[src/rtl/cbrt_dispatch_pkg.sv]
// Shared types and widths for the cbrt job dispatcher.
package cbrt_dispatch_pkg;

    localparam int unsigned OPERAND_W = 8;
    localparam int unsigned ROOT_W    = 3;

    typedef enum logic [2:0] {
        ST_IDLE  = 3'd0,
        ST_ISSUE = 3'd1,
        ST_GUARD = 3'd2,
        ST_WAIT  = 3'd3,
        ST_OUT   = 3'd4
    } state_t;

endpackage

[src/rtl/cbrt_fifo.sv]
// Synchronous operand FIFO; head is registered storage, so no fall-through.
module cbrt_fifo
    import cbrt_dispatch_pkg::*;
#(
    parameter int unsigned DEPTH = 4,
    parameter int unsigned W     = OPERAND_W
) (
    input  logic                   clk,
    input  logic                   rst,
    input  logic                   push,
    input  logic                   pop,
    input  logic [W-1:0]           din,
    output logic [W-1:0]           head,
    output logic [$clog2(DEPTH):0] level
);

    localparam int unsigned AW = $clog2(DEPTH);

    logic [W-1:0]  mem [DEPTH];
    logic [AW-1:0] wr_ptr;
    logic [AW-1:0] rd_ptr;

    // Pointers wrap naturally because DEPTH is a power of two.
    always_ff @(posedge clk or negedge rst) begin
        if (!rst) begin
            wr_ptr <= '0;
            rd_ptr <= '0;
            level  <= '0;
        end else begin
            if (push) wr_ptr <= wr_ptr + 1'b1;
            if (pop)  rd_ptr <= rd_ptr + 1'b1;
            case ({push, pop})
                2'b10:   level <= level + 1'b1;
                2'b01:   level <= level - 1'b1;
                default: ;
            endcase
        end
    end

    always_ff @(posedge clk) begin
        if (push) mem[wr_ptr] <= din;
    end

    assign head = mem[rd_ptr];

endmodule

[src/rtl/cbrt_dispatch.sv]
// Sequences buffered operands through the cbrt core one job at a time and
// returns each root, paired with its operand, on a valid/ready stream.
module cbrt_dispatch
    import cbrt_dispatch_pkg::*;
#(
    parameter int unsigned DEPTH   = 4,
    parameter int unsigned TIMEOUT = 255
) (
    input  logic                   clk,
    input  logic                   rst,
    input  logic                   in_valid,
    output logic                   in_ready,
    input  logic [OPERAND_W-1:0]   in_data,
    output logic                   out_valid,
    input  logic                   out_ready,
    output logic [OPERAND_W-1:0]   out_x,
    output logic [ROOT_W-1:0]      out_root,
    output logic                   out_err,
    output logic [OPERAND_W-1:0]   core_x,
    output logic                   core_start,
    input  logic                   core_busy,
    input  logic [ROOT_W-1:0]      core_result,
    output logic [$clog2(DEPTH):0] fifo_level
);

    localparam int unsigned LW = $clog2(DEPTH) + 1;
    localparam int unsigned CW = $clog2(TIMEOUT + 1);

    state_t                 state;
    logic [CW-1:0]          cnt;
    logic [OPERAND_W-1:0]   head;
    logic                   push;
    logic                   pop;

    assign in_ready = (fifo_level != LW'(DEPTH));
    assign push     = in_valid && in_ready;
    assign pop      = (state == ST_ISSUE);

    cbrt_fifo #(
        .DEPTH (DEPTH),
        .W     (OPERAND_W)
    ) u_fifo (
        .clk   (clk),
        .rst   (rst),
        .push  (push),
        .pop   (pop),
        .din   (in_data),
        .head  (head),
        .level (fifo_level)
    );

    // core_start/core_x are loaded on the IDLE->ISSUE edge so they are
    // registered outputs that are valid exactly during the ISSUE cycle.
    always_ff @(posedge clk or negedge rst) begin
        if (!rst) begin
            state      <= ST_IDLE;
            cnt        <= '0;
            core_start <= 1'b0;
            core_x     <= '0;
            out_valid  <= 1'b0;
            out_x      <= '0;
            out_root   <= '0;
            out_err    <= 1'b0;
        end else begin
            case (state)
                ST_IDLE: begin
                    if (fifo_level != '0) begin
                        state      <= ST_ISSUE;
                        core_start <= 1'b1;
                        core_x     <= head;
                    end
                end
                ST_ISSUE: begin
                    core_start <= 1'b0;
                    cnt        <= '0;
                    state      <= ST_GUARD;
                end
                ST_GUARD: begin
                    state <= ST_WAIT;
                end
                ST_WAIT: begin
                    // A result arriving on the final cycle beats the timeout.
                    if (!core_busy) begin
                        out_root  <= core_result;
                        out_x     <= core_x;
                        out_err   <= 1'b0;
                        out_valid <= 1'b1;
                        state     <= ST_OUT;
                    end else if (cnt == CW'(TIMEOUT - 1)) begin
                        out_root  <= '0;
                        out_x     <= core_x;
                        out_err   <= 1'b1;
                        out_valid <= 1'b1;
                        state     <= ST_OUT;
                    end else begin
                        cnt <= cnt + 1'b1;
                    end
                end
                ST_OUT: begin
                    if (out_ready) begin
                        out_valid <= 1'b0;
                        state     <= ST_IDLE;
                    end
                end
                default: state <= ST_IDLE;
            endcase
        end
    end

endmodule

[config.mk]
export PLATFORM = sky130hd
export DESIGN_NAME = cbrt_dispatch
export DESIGN_NICKNAME = d
export VERILOG_FILES = /design/src/rtl/cbrt_dispatch_pkg.sv /design/src/rtl/cbrt_fifo.sv /design/src/rtl/cbrt_dispatch.sv
export SDC_FILE = /design/constraint.sdc
export NUM_CORES = 1
export LEC_CHECK = 0
export ABC_AREA = 1
export BUFFER_PORTS_ARGS = -buffer_cell sky130_fd_sc_hd__clkbuf_2
export CAP_MARGIN = 10
export CORE_ASPECT_RATIO = 1.4
export CORE_MARGIN = 1.5
export CORE_UTILIZATION = 52
export DETAILED_ROUTE_END_ITERATION = 16
export PLACE_DENSITY = 0.76
export SYNTH_ARGS = -nofsm -noshare
export SYNTH_HDL_FRONTEND = slang
export SYNTH_HIERARCHICAL = 1
export SYNTH_SLANG_ARGS = --single-unit
[constraint.sdc]
create_clock -name clk -period 1.9 [get_ports clk]
set_input_delay 0.38 -clock clk [delete_from_list [all_inputs] [get_ports clk]]
set_output_delay 0.38 -clock clk [all_outputs]
set_load 0.02 [all_outputs]
# Word level (Yosys, flattened, before mapping)
# Memory sizes are Yosys's and may differ from the RTL's. A register that Yosys moved wholly into a read port is not among the register bits.
# Cells that the tools add are included.
[word_totals] out_inout_bits=26 mem_bits_rw=32 ff_bits=32 in_bits=16 mem_count=1 elab_cells=66
[op_classes] reduce_logical=14 n_mux=22 add_sub_neg=5 n_eq_ne=14
[memory_table] name="u_fifo.mem" words=4 word_bits=8 read_ports=1 rd_ports_with_merged_regs=1 wr=1 line_no="cbrt_fifo.sv:19" rtl="logic [W-1:0] mem [DEPTH];"
[op_table] operator="two-way mux 8 bit" count=4
[op_table] operator="two-way mux 3 bit" count=6
[op_table] operator="case mux 8 bit (2 select lines)" count=1
[op_table] operator="case mux 3 bit (5 select lines)" count=1
[op_table] operator="AND reduction 3 bit" count=3
[op_table] operator="adder 8 x 1 -> 8 bit (second input constant)" count=1
[op_table] operator="equality test 8 bit (second input constant)" count=1
[op_table] operator="inequality test 2 bit (second input constant)" count=4
[op_table] operator="nonzero test 2 bit" count=4
[op_table] operator="two-way mux 1 bit" count=7
[op_table] operator="equality test 3 x 2 -> 1 bit (second input constant)" count=2
[op_table] operator="inequality test 3 bit (second input constant)" count=2
[op_table] operator="case mux 3 bit (2 select lines)" count=1
[op_table] operator="AND reduction 2 bit" count=3
[op_table] operator="adder 2 x 1 -> 2 bit (second input constant)" count=2
[op_table] operator="case mux 1 bit (2 select lines)" count=2
[op_table] operator="adder 3 x 1 -> 3 bit (second input constant)" count=1
[op_table] operator="equality test 3 x 1 -> 1 bit (second input constant)" count=1
[op_table] operator="equality test 3 bit (second input constant)" count=1
[op_table] operator="zero test 3 bit" count=1
[op_table] operator="nonzero test 3 bit" count=1
[op_table] operator="subtractor 3 x 1 -> 3 bit (second input constant)" count=1
[op_table] operator="equality test 2 x 1 -> 1 bit (second input constant)" count=1
[op_table] operator="equality test 2 bit (second input constant)" count=1
[op_table] operator="other kinds (3)" count=3

# Longest topological paths before layout
# Gate-level depths: netlist of the first run.
[depth] ltp_word=4 ltp_mapped=12 mapped_depth_nobuf=11

# Hierarchy
# Netlist of the first run, hierarchy kept.
[by_module_without_submodules] module="cbrt_fifo" cells_per_inst=140 instances=1 area_per_inst_um2=1699.1 seq_area_each_um2=1136.1
[by_module_without_submodules] module="cbrt_dispatch" cells_per_inst=183 instances=1 area_per_inst_um2=1592.8 seq_area_each_um2=825.8

# Worst setup path before layout of the first run
# Ideal clock, no wire load.
[synth_timing] kind="reg2reg" startpoint="reg u_fifo.level[1]" endpoint="reg u_fifo.level[2]" arrival_time_ns=1.769 required_ns=1.782 n_path_buf=1 setup_slack_ns=0.012 path_stages_with_launch=12 setup_time_ns=0.118 period_less_slack_ns=1.888 path_cell_list="dfrtp_1 > nor2_1 > a21boi_0 > buf_2 > inv_1 > ha_1 > inv_1 > fa_1 > nand2_1 > nand3_1 > nand2_1 > nand2_1"
[synth_between] elab_chain_cells=4 word_cells_on_any_way=8 cone_classes="2 x add/sub; 3 x eq/ne; 1 x mux; 2 x reduce/logical"
[synth_lines] element="start: declaration" line_no="cbrt_fifo.sv:14" rtl="output logic [$clog2(DEPTH):0] level"
[synth_lines] element="start signal: assignment" line_no="cbrt_fifo.sv:33" rtl="2'b10: level <= level + 1'b1;"
[synth_lines] element="start signal: assignment" line_no="cbrt_fifo.sv:34" rtl="2'b01: level <= level - 1'b1;"
[synth_lines] element="inequality test 3 bit *" line_no="cbrt_dispatch.sv:35" rtl="assign in_ready = (fifo_level != LW'(DEPTH));"
[synth_lines] element="logical AND 1 bit *" line_no="cbrt_dispatch.sv:36" rtl="assign push = in_valid && in_ready;"
[synth_lines] element="named net push" line_no="cbrt_dispatch.sv:32" rtl="logic push;"
[synth_lines] element="equality test 2 x 1 -> 1 bit / equality test 2 bit (equally long branches)" line_no="cbrt_fifo.sv:32" rtl="case ({push, pop})"
[synth_lines] element="case mux 3 bit (2 select lines) / nonzero test 2 bit (equally long branches)"
# The timed path passes the listed nets; every way through them passes the cells marked *.
# A chain may end at the register's enable or synchronous reset.

# Worst setup path in the final report of the first run
[layout_timing] startpoint="reg state[1]" endpoint="reg u_fifo.level[2]"
[layout_between] elab_chain_cells=3 word_cells_on_any_way=5 cone_classes="3 x eq/ne; 1 x mux; 1 x reduce/logical"
[layout_lines] element="start: declaration" line_no="cbrt_dispatch.sv:29" rtl="state_t state;"
[layout_lines] element="start signal: assignment" line_no="cbrt_dispatch.sv:56" rtl="state <= ST_IDLE;"
[layout_lines] element="start signal: assignment" line_no="cbrt_dispatch.sv:68" rtl="state <= ST_ISSUE;"
[layout_lines] element="start signal: assignment" line_no="cbrt_dispatch.sv:76" rtl="state <= ST_GUARD;"
[layout_lines] element="equality test 3 x 1 -> 1 bit *" line_no="cbrt_dispatch.sv:37" rtl="assign pop = (state == ST_ISSUE);"
[layout_lines] element="named net pop" line_no="cbrt_dispatch.sv:33" rtl="logic pop;"
[layout_lines] element="equality test 2 x 1 -> 1 bit / equality test 2 bit (equally long branches)" line_no="cbrt_fifo.sv:32"
[layout_lines] element="case mux 3 bit (2 select lines) / nonzero test 2 bit (equally long branches)"
# Marked as above.

==> results of run 1 <==
## per-layer routing
metal | vias to the layer above | share of wire | global-route usage | wire length, um
met2 | 43 | 0.51 | 0.306 | 2880
li1 | 1140 | - | - | -
met5 | - | 0 | 0 | 0
met3 | 10 | 0.031 | 0.0405 | 177
met1 | 1058 | 0.44 | 0.227 | 2460
met4 | 0 | 0.021 | 0.0858 | 119
## synth_stat cells
cell type	instances	area (um2)
xnor2_1	1	8.76
o31ai_4	1	21.3
buf_6	6	67.6
nand3_1	23	115
nand2_1	84	315
a21oi_1	2	10.0
o211ai_2	1	12.5
nor2_2	2	12.5
a21boi_0	1	7.51
edfxtp_1	32	961
xor2_1	6	52.6
o21ai_1	11	55.1
nand2_2	11	68.8
o211ai_1	15	113
buf_2	5	25.0
nor2_4	1	11.3
o21ai_0	3	15.0
dfrtp_1	40	1000
nor3_1	3	15.0
nand4_1	4	25.0
nand2_8	1	20.0
nand2_4	2	22.5
inv_2	3	11.3
nor2_1	8	30.0
inv_1	48	180
ha_1	7	87.6
o31ai_1	1	7.51
fa_1	1	20.0
## worst min-delay path by stage
stage                              to  slack [ns]  cells past startpoint
after floorplan                cnt[0]        0.08                      0
after global placement    out_root[0]        0.45                      2
after detailed placement       cnt[7]        0.47                      2
after CTS                      cnt[7]        0.09                      2
after global routing           cnt[1]        0.13                      2
final                          cnt[7]        0.08                      2
## registers in the layout, summed over array words and instances, names as in the netlist
| register | flops |
|---|---|
| cnt | 8 |
| core_start | 1 |
| core_x | 8 |
| out_err | 1 |
| out_root | 3 |
| out_valid | 1 |
| out_x | 8 |
| state | 3 |
| u_fifo/level | 3 |
| u_fifo/mem | 32 |
| u_fifo/rd_ptr | 2 |
| u_fifo/wr_ptr | 2 |
## logic make-up after synthesis
family / share of synthesized area
xor+xnor: 0.0186
flops: 0.596
buf+inv: 0.0863
fa+ha+maj: 0.0327
simple gates: 0.193
compound gates: 0.0734
## worst register-to-register path, delay by kind of cell (launching register included)
family	cells	cell delay, ns
flip-flops	1	0.42
AND/OR/NAND/NOR	5	0.38
adder cells (fa/ha/maj)	2	0.58
buffers and inverters	3	0.31
## where the power goes
group / switching [mW] / internal (mW) / total, mW
sequential: 0.330 / 2.15 / 2.48
combinational: 1.57 / 0.830 / 2.40
clock: 0.597 / 0.618 / 1.21
## layout make-up
| type | instances | area, um2 | share of cell area |
|---|---|---|---|
| inverters | 51 | 191 | 0.0510 |
| clock buffers | 9 | 124 | 0.0330 |
| flip-flops and latches | 72 | 1960 | 0.522 |
| well taps | 72 | 90.1 | 0.0240 |
| multi-input cells | 189 | 1050 | 0.278 |
| repair buffers | 49 | 265 | 0.0706 |
| clock inverters | 7 | 77.6 | 0.0207 |
==> flow_summary.json, run 1 <==
{
  "outcome": "completed",
  "fin_cells": 449,
  "cts_buffers": 9,
  "clk_latency_ns": 0.35,
  "grt_overflow": 0,
  "ir_drop_uv": 738,
  "ys_types": 28,
  "finalSetupViolations": 0,
  "clkTransAtPathRegs_ns": 0.08,
  "start_kind": "flop",
  "final_cell_area_um2": 3760,
  "crit_path_end": "u_fifo/level[2]",
  "cts_buffer_depth": 2,
  "io_pins": 42,
  "via_per_inst": 5.01,
  "critPathMaxStageDelay_ns": 0.42,
  "fillers": 498,
  "cp.depth": 10,
  "worst-path-buf-inv": 3,
  "netlist_area_um2": 3290,
  "post-cts-setup-buffer-count": 0,
  "cp_top_family": "adder cells",
  "wl_per_cell_um": 12.6,
  "cts_tree": "done",
  "portBuffers": 41,
  "n_antenna_cell": 0,
  "cts_sinks": 72,
  "cellLeakagePower_nw": 1.87,
  "drtPass1Iterations": 4,
  "hold_class": "in -> async",
  "syn_nets": 347,
  "cp.required_ns": 2.14,
  "dp_hpwl_mm": 4.11,
  "cap_viol_max_count": 0,
  "utilization": 0.609,
  "syn_to_final_growth_pct": 14.1,
  "rsz0062_at_grt": "no",
  "fin_nets": 396,
  "slowest_stage": "dfrtp_1",
  "die_h_um": 97.1,
  "htreeDepth": 3,
  "post-route-period-util": 0.946,
  "placedInstanceArea_um2": 3550,
  "drv_slew": 0,
  "antenna_found_initial": 0,
  "place_congestion": 0.832,
  "fin_worst_skew_ns": 0.00768,
  "crit_chain": "inv_1, nand3_1, inv_1, ha_1, inv_1, fa_1, nand2_1, nand3_1, nand2_1, nand2_1",
  "synth_sequential_area_ratio": 0.596,
  "initial_core_util": 0.534,
  "route.detailed.drc": 0,
  "final_cell_mix": "nand2_1 (84), inv_1 (48), clkbuf_2 (41), dfrtp_1 (40), edfxtp_1 (32)",
  "holdBufCountCts": 0,
  "syn_inst": 323,
  "vias": 2251,
  "drive_gt1_frac": 0.231,
  "fin_crit_ns": 1.80,
  "wl_mm": 5.64,
  "worst_slew_pin_slew_ns": 0.501,
  "r2r_start": "state[1]",
  "p_per_area_nw_per_um2": 1620,
  "crit_start": "state[1]",
  "fp-row-count": 34,
  "first_global_vias": 2197,
  "fin_ws_ns": 0.102,
  "ant_nets": 0,
  "drt_iter0_markers": 106,
  "timing.setup.tns_ns": 0,
  "r2r_slack_ns": 0.10,
  "die_w_um": 70.2,
  "ys_ff_latch": 72,
  "fin_hold_ws_ns": 0.0782,
  "grt_use_total": 0.184,
  "coreArea_um2": 6170,
  "hold_viol_final": 0,
  "crit_path_max_fanout": 4,
  "root_buffer": "clkbuf_8",
  "grt_max_degree": 41,
  "final_common_cell": "nand2_1",
  "slew_headroom": 0.666,
  "path_class": "reg -> reg",
  "grt_pass1_wl_mm": 9.84,
  "reg2regPathDepth": 10,
  "worstPathArrival_ns": 2.04,
  "place_inst": 433,
  "timing.fmax_mhz": 556,
  "cp-end-kind": "flop",
  "die_area_um2": 6820,
  "avgSynthCellArea_um2": 10.2,
  "cts_resized": 0,
  "yosysWarnings": 6,
  "p_total_mw": 6.09,
  "dp_slack_ns": 0.148,
  "reg2reg_to": "u_fifo/level[2]"
}
Power figures use the tool's default switching activity.
==> run 2: changes to the inputs <==
--- a/config.mk
+++ b/config.mk
@@ -10,9 +10,10 @@
 export CAP_MARGIN = 10
 export CORE_ASPECT_RATIO = 1.4
 export CORE_MARGIN = 1.5
-export CORE_UTILIZATION = 52
+export CORE_UTILIZATION = 54
+export CTS_BUF_LIST = sky130_fd_sc_hd__clkbuf_2
 export DETAILED_ROUTE_END_ITERATION = 16
-export PLACE_DENSITY = 0.76
+export PLACE_DENSITY = 0.78
 export SYNTH_ARGS = -nofsm -noshare
 export SYNTH_HDL_FRONTEND = slang
 export SYNTH_HIERARCHICAL = 1
==> flow_summary.json, run 2 (synthesis results as in run 1) <==
{
  "rsz0062_at_grt": "no",
  "syn_to_final_growth_pct": 12.3,
  "top_register": "u_fifo/mem",
  "drv_slew": 0,
  "portBuffers": 41,
  "fin_ws_ns": 0.143,
  "root_buffer": "clkbuf_2",
  "cellLeakagePower_nw": 1.86,
  "first_global_vias": 1950,
  "holdCritStartpoint": "core_result[2]",
  "die_h_um": 95.4,
  "drive_gt1_frac": 0.238,
  "htreeDepth": 3,
  "cts_buffers": 9,
  "dp_slack_ns": 0.108,
  "wl_mm": 5.51,
  "final_cell_mix": "nand2_1 (84), clkbuf_2 (51), inv_1 (46), dfrtp_1 (40), edfxtp_1 (32)",
  "crit_top_cell": "nand2_1",
  "placedInstanceArea_um2": 3550,
  "fin_cells": 448,
  "drt_iter0_markers": 157,
  "regArea_um2": 1960,
  "cp.required_ns": 2.31,
  "place_congestion": 0.787,
  "cp_top_family": "adder cells",
  "n_antenna_cell": 0,
  "coreArea_um2": 5860,
  "r2r_slack_ns": 0.14,
  "worst_slew_pin_slew_ns": 0.498,
  "timing.fmax_mhz": 569,
  "final_cell_area_um2": 3700,
  "post-route-period-util": 0.925,
  "worst-path-buf-inv": 3,
  "cap_viol_max_count": 0,
  "dp_hpwl_mm": 4.07,
  "fin_hold_ws_ns": 0.0701,
  "crit_chain": "inv_2, nand3_1, inv_2, ha_1, inv_1, fa_1, nand2_1, nand3_1, nand2_1, nand2_1",
  "ant_nets": 0,
  "die_area_um2": 6580,
  "worstPathArrival_ns": 2.17,
  "start_kind": "flop",
  "wl_per_cell_um": 12.3,
  "io_pins": 42,
  "fp-row-count": 33,
  "critPathMaxStageDelay_ns": 0.46,
  "ir_drop_uv": 624,
  "hold_class": "in -> reg",
  "reg2regPathDepth": 10,
  "final_common_cell": "nand2_1",
  "multi_input_area_um2": 1050,
  "slew_headroom": 0.668,
  "fillers": 504,
  "post-cts-setup-buffer-count": 0,
  "antenna_found_initial": 0,
  "p_per_area_nw_per_um2": 1580,
  "grt_use_total": 0.182,
  "place_inst": 431,
  "crit_path_max_fanout": 4,
  "grt_pass1_wl_mm": 8.68,
  "p_total_mw": 5.84,
  "timing.setup.tns_ns": 0,
  "finalSetupViolations": 0,
  "clk_latency_ns": 0.50,
  "path_class": "reg -> reg",
  "grt_overflow": 0,
  "clkTransAtPathRegs_ns": 0.19,
  "vias": 2223,
  "whs_path_depth": 3,
  "via_per_inst": 4.96,
  "fin_worst_skew_ns": 0.0268,
  "largest_reg_flops": 32,
  "cts_sinks": 72,
  "cts_buffer_depth": 2,
  "slowest_stage": "dfrtp_1",
  "drtPass1Iterations": 5,
  "fin_crit_ns": 1.76,
  "outcome": "completed",
  "route.detailed.drc": 0,
  "die_w_um": 69.0,
  "utilization": 0.631,
  "hold_end": "out_root[2]",
  "grt_max_degree": 41,
  "reg2reg_to": "u_fifo/level[2]",
  "cts_tree": "done",
  "r2r_start": "state[1]",
  "cp-end-kind": "flop",
  "fin_nets": 397,
  "initial_core_util": 0.561,
  "hold_viol_final": 0
}
==> run 2: cell count changes in the layout (fill, tap and decap cells not counted), moves of 2 or more <==
| cell | change |
|---|---|
| clkinv_2 | +2 |
| clkbuf_8 | -9 |
| inv_4 | +2 |
| inv_1 | -2 |
| inv_6 | -3 |
| inv_2 | +2 |
| clkbuf_2 | +10 |
==> run 2: worst max-delay path by stage <==
| stage | startpoint | endpoint | slack [ns] | depth (start not counted) |
|---|---|---|---|---|
| 2_1_floorplan | u_fifo/level[1] | u_fifo/level[2] | 0.01 | 11 |
| 3_3_place_gp | in_valid | u_fifo/level[1] | 0.24 | 7 |
| 3_5_place_dp | state[1] | u_fifo/level[2] | 0.11 | 10 |
| 4_1_cts | state[1] | u_fifo/level[2] | 0.08 | 10 |
| 5_1_grt | state[1] | u_fifo/level[2] | 0.001 | 10 |
| 6_report | state[1] | u_fifo/level[2] | 0.14 | 10 |
==> run 2: final cells by class <==
class	instances	area share
clock buffers	10	0.0135
clock inverters	6	0.0223
flip-flops and latches	72	0.531
multi-input cells	189	0.284
well taps	70	0.0237
repair buffers	50	0.0745
inverters	51	0.0518
==> run 2: routing by layer <==
metal / global-route usage / share of wire
met4: 0.0980 / 0.020
met5: 0 / 0
met3: 0.0319 / 0.041
met1: 0.225 / 0.44
met2: 0.296 / 0.50
==> run 2: power breakdown <==
part	switching [mW]	internal, mW	leakage, nW
logic	1.56	0.837	0.974
clock network	0.523	0.439	0.0865
registers	0.339	2.14	0.796
==> run 2: what timing repair did <==
action                     4_1_cts  5_1_grt
resized for setup                0        4
hold buffers                     1        0
setup endpoints to repair        0        1
hold endpoints to repair        40        0
==> run 2: worst reg2reg max path: cells and delay by family (launching register included) <==
family | cells | cell delay (ns)
adder cells (fa/ha/maj) | 2 | 0.56
buffers and inverters | 3 | 0.26
flip-flops | 1 | 0.46
AND/OR/NAND/NOR | 5 | 0.40
==> run 3: changes to the inputs <==
--- a/config.mk
+++ b/config.mk
@@ -14,6 +14,8 @@
 export CTS_BUF_LIST = sky130_fd_sc_hd__clkbuf_2
 export DETAILED_ROUTE_END_ITERATION = 16
 export PLACE_DENSITY = 0.78
+export REMOVE_ABC_BUFFERS = 1
+export SLEW_MARGIN = 15
 export SYNTH_ARGS = -nofsm -noshare
 export SYNTH_HDL_FRONTEND = slang
 export SYNTH_HIERARCHICAL = 1
==> flow_summary.json, run 3 (synthesis results as in run 1) <==
{
  "critPathMaxStageDelay_ns": 0.46,
  "cap_viol_max_count": 0,
  "wl_mm": 5.52,
  "cts_tree": "done",
  "final_cell_area_um2": 3690,
  "outcome": "completed",
  "htreeDepth": 3,
  "post-cts-setup-buffer-count": 0,
  "place_inst": 431,
  "fin_crit_ns": 1.78,
  "drv_slew": 0,
  "fin_hold_ws_ns": 0.0555,
  "io_pins": 42,
  "cts_sinks": 72,
  "fp-row-count": 33,
  "via_per_inst": 5.00,
  "fin_worst_skew_ns": 0.0179,
  "cellLeakagePower_nw": 1.85,
  "drt_iter0_markers": 146,
  "hold_viol_final": 0,
  "grt_overflow": 0,
  "initial_core_util": 0.561,
  "grt-busiest-layer": "met2",
  "place_congestion": 0.780,
  "dp_hpwl_mm": 4.07,
  "root_buffer": "clkbuf_2",
  "use_met2": 0.308,
  "timing.fmax_mhz": 561,
  "top_register": "u_fifo/mem",
  "clk_latency_ns": 0.50,
  "cts_buffers": 9,
  "vias": 2240,
  "post-route-period-util": 0.938,
  "wl_per_cell_um": 12.3,
  "worst_slew_pin_slew_ns": 0.501,
  "final_common_cell": "nand2_1",
  "clkTransAtPathRegs_ns": 0.22,
  "ant_nets": 0,
  "crit_top_cell": "inv_1",
  "coreArea_um2": 5860,
  "crit_path_max_fanout": 4,
  "grt_max_degree": 41,
  "die_area_um2": 6580,
  "cts_buffer_depth": 2,
  "rsz0062_at_grt": "no",
  "slew_headroom": 0.666,
  "worst-path-buf-inv": 4,
  "antenna_found_initial": 0,
  "die_w_um": 69.0,
  "ir_drop_uv": 774,
  "cp-end-kind": "flop",
  "cp.required_ns": 2.35,
  "syn_to_final_growth_pct": 12.1,
  "drtPass1Iterations": 4,
  "use_met3": 0.0425,
  "crit_chain": "inv_1, nand3_1, inv_1, ha_1, inv_1, fa_1, inv_1, nand2_1, nand3_1, nand2_1, nand2_1",
  "portBuffers": 41,
  "path_class": "reg -> reg",
  "grt_pass1_wl_mm": 9.18,
  "fillers": 489,
  "first_global_vias": 2139,
  "drive_gt1_frac": 0.230,
  "slowest_stage": "dfrtp_1",
  "timing.setup.tns_ns": 0,
  "fin_nets": 397,
  "grt_use_total": 0.190,
  "placedInstanceArea_um2": 3550,
  "fin_cells": 448,
  "cp_top_family": "adder cells",
  "holdCritStartpoint": "core_result[1]",
  "n_antenna_cell": 0,
  "grt_use_met1": 0.238,
  "crit_start": "state[1]",
  "start_kind": "flop",
  "final_cell_mix": "nand2_1 (84), clkbuf_2 (50), inv_1 (48), dfrtp_1 (40), edfxtp_1 (32)",
  "fin_ws_ns": 0.118,
  "worstPathArrival_ns": 2.23,
  "largest_reg_flops": 32,
  "dp_slack_ns": 0.154,
  "finalSetupViolations": 0,
  "die_h_um": 95.4,
  "hold_class": "in -> reg",
  "p_per_area_nw_per_um2": 1560,
  "route.detailed.drc": 0,
  "r2r_start": "state[1]"
}
-- run 3: cell types whose count changed in the layout (fill, tap and decap cells not counted), moves of 2 or more --
cell,delta
clkinv_2,-2
inv_1,+2
inv_2,-2
inv_4,-2
inv_6,+3
-- run 3: per-stage QoR --
stage / utilization / total power [mW]
after floorplan: - / 4.11
after global placement: 0.606 / 4.80
after detailed placement: 0.606 / 4.91
after CTS: 0.630 / 5.83
after global routing: 0.630 / 6.24
final: 0.630 / 5.75
-- run 3: final timing paths --
kind / depth (start not counted) / slack [ns] / to
setup / recovery: 11 / 0.12 / u_fifo/level[2]
hold / removal: 3 / 0.06 / out_root[1]
setup reg to reg: 11 / 0.12 / u_fifo/level[2]
hold reg to reg: 2 / 0.50 / out_root[1]
max in group asynchronous: 3 / 1.11 / out_x[4]
min in group asynchronous: 3 / 0.42 / cnt[6]
-- run 3: cell type report --
| class | instances | area, um2 | share of cell area |
|---|---|---|---|
| clock buffer | 9 | 45.0 | 0.0122 |
| timing repair buffer | 50 | 275 | 0.0746 |
| multi-input combinational | 189 | 1050 | 0.283 |
| clock inverter | 7 | 83.8 | 0.0227 |
| inverter | 51 | 191 | 0.0519 |
| sequential | 72 | 1960 | 0.532 |
| tap | 70 | 87.6 | 0.0237 |
-- run 3: what timing repair did --
action,4_1_cts,5_1_grt
gates resized for setup,0,0
hold endpoints to repair,40,0
hold buffers,1,0
setup endpoints to repair,0,0
-- run 3: layer usage --
| layer | vias up | wire (um) |
|---|---|---|
| met5 | - | 0 |
| met2 | 47 | 2730 |
| met1 | 1036 | 2490 |
| met4 | 0 | 74 |
| li1 | 1152 | - |
| met3 | 5 | 221 |
-- run 3: worst reg2reg max path, stage by stage (launching register included) --
cell and delay (ns):
dfrtp_1 0.46, inv_1 0.12, nand3_1 0.10, inv_1 0.11
ha_1 0.18, inv_1 0.07, fa_1 0.38, inv_1 0.07
nand2_1 0.07, nand3_1 0.08, nand2_1 0.05, nand2_1 0.05
-- run 3: where the power goes --
part	switching, mW	total [mW]	internal (mW)
clock network	0.589	0.920	0.330
registers	0.330	2.47	2.14
logic	1.53	2.36	0.829
total	2.45	5.75	3.30
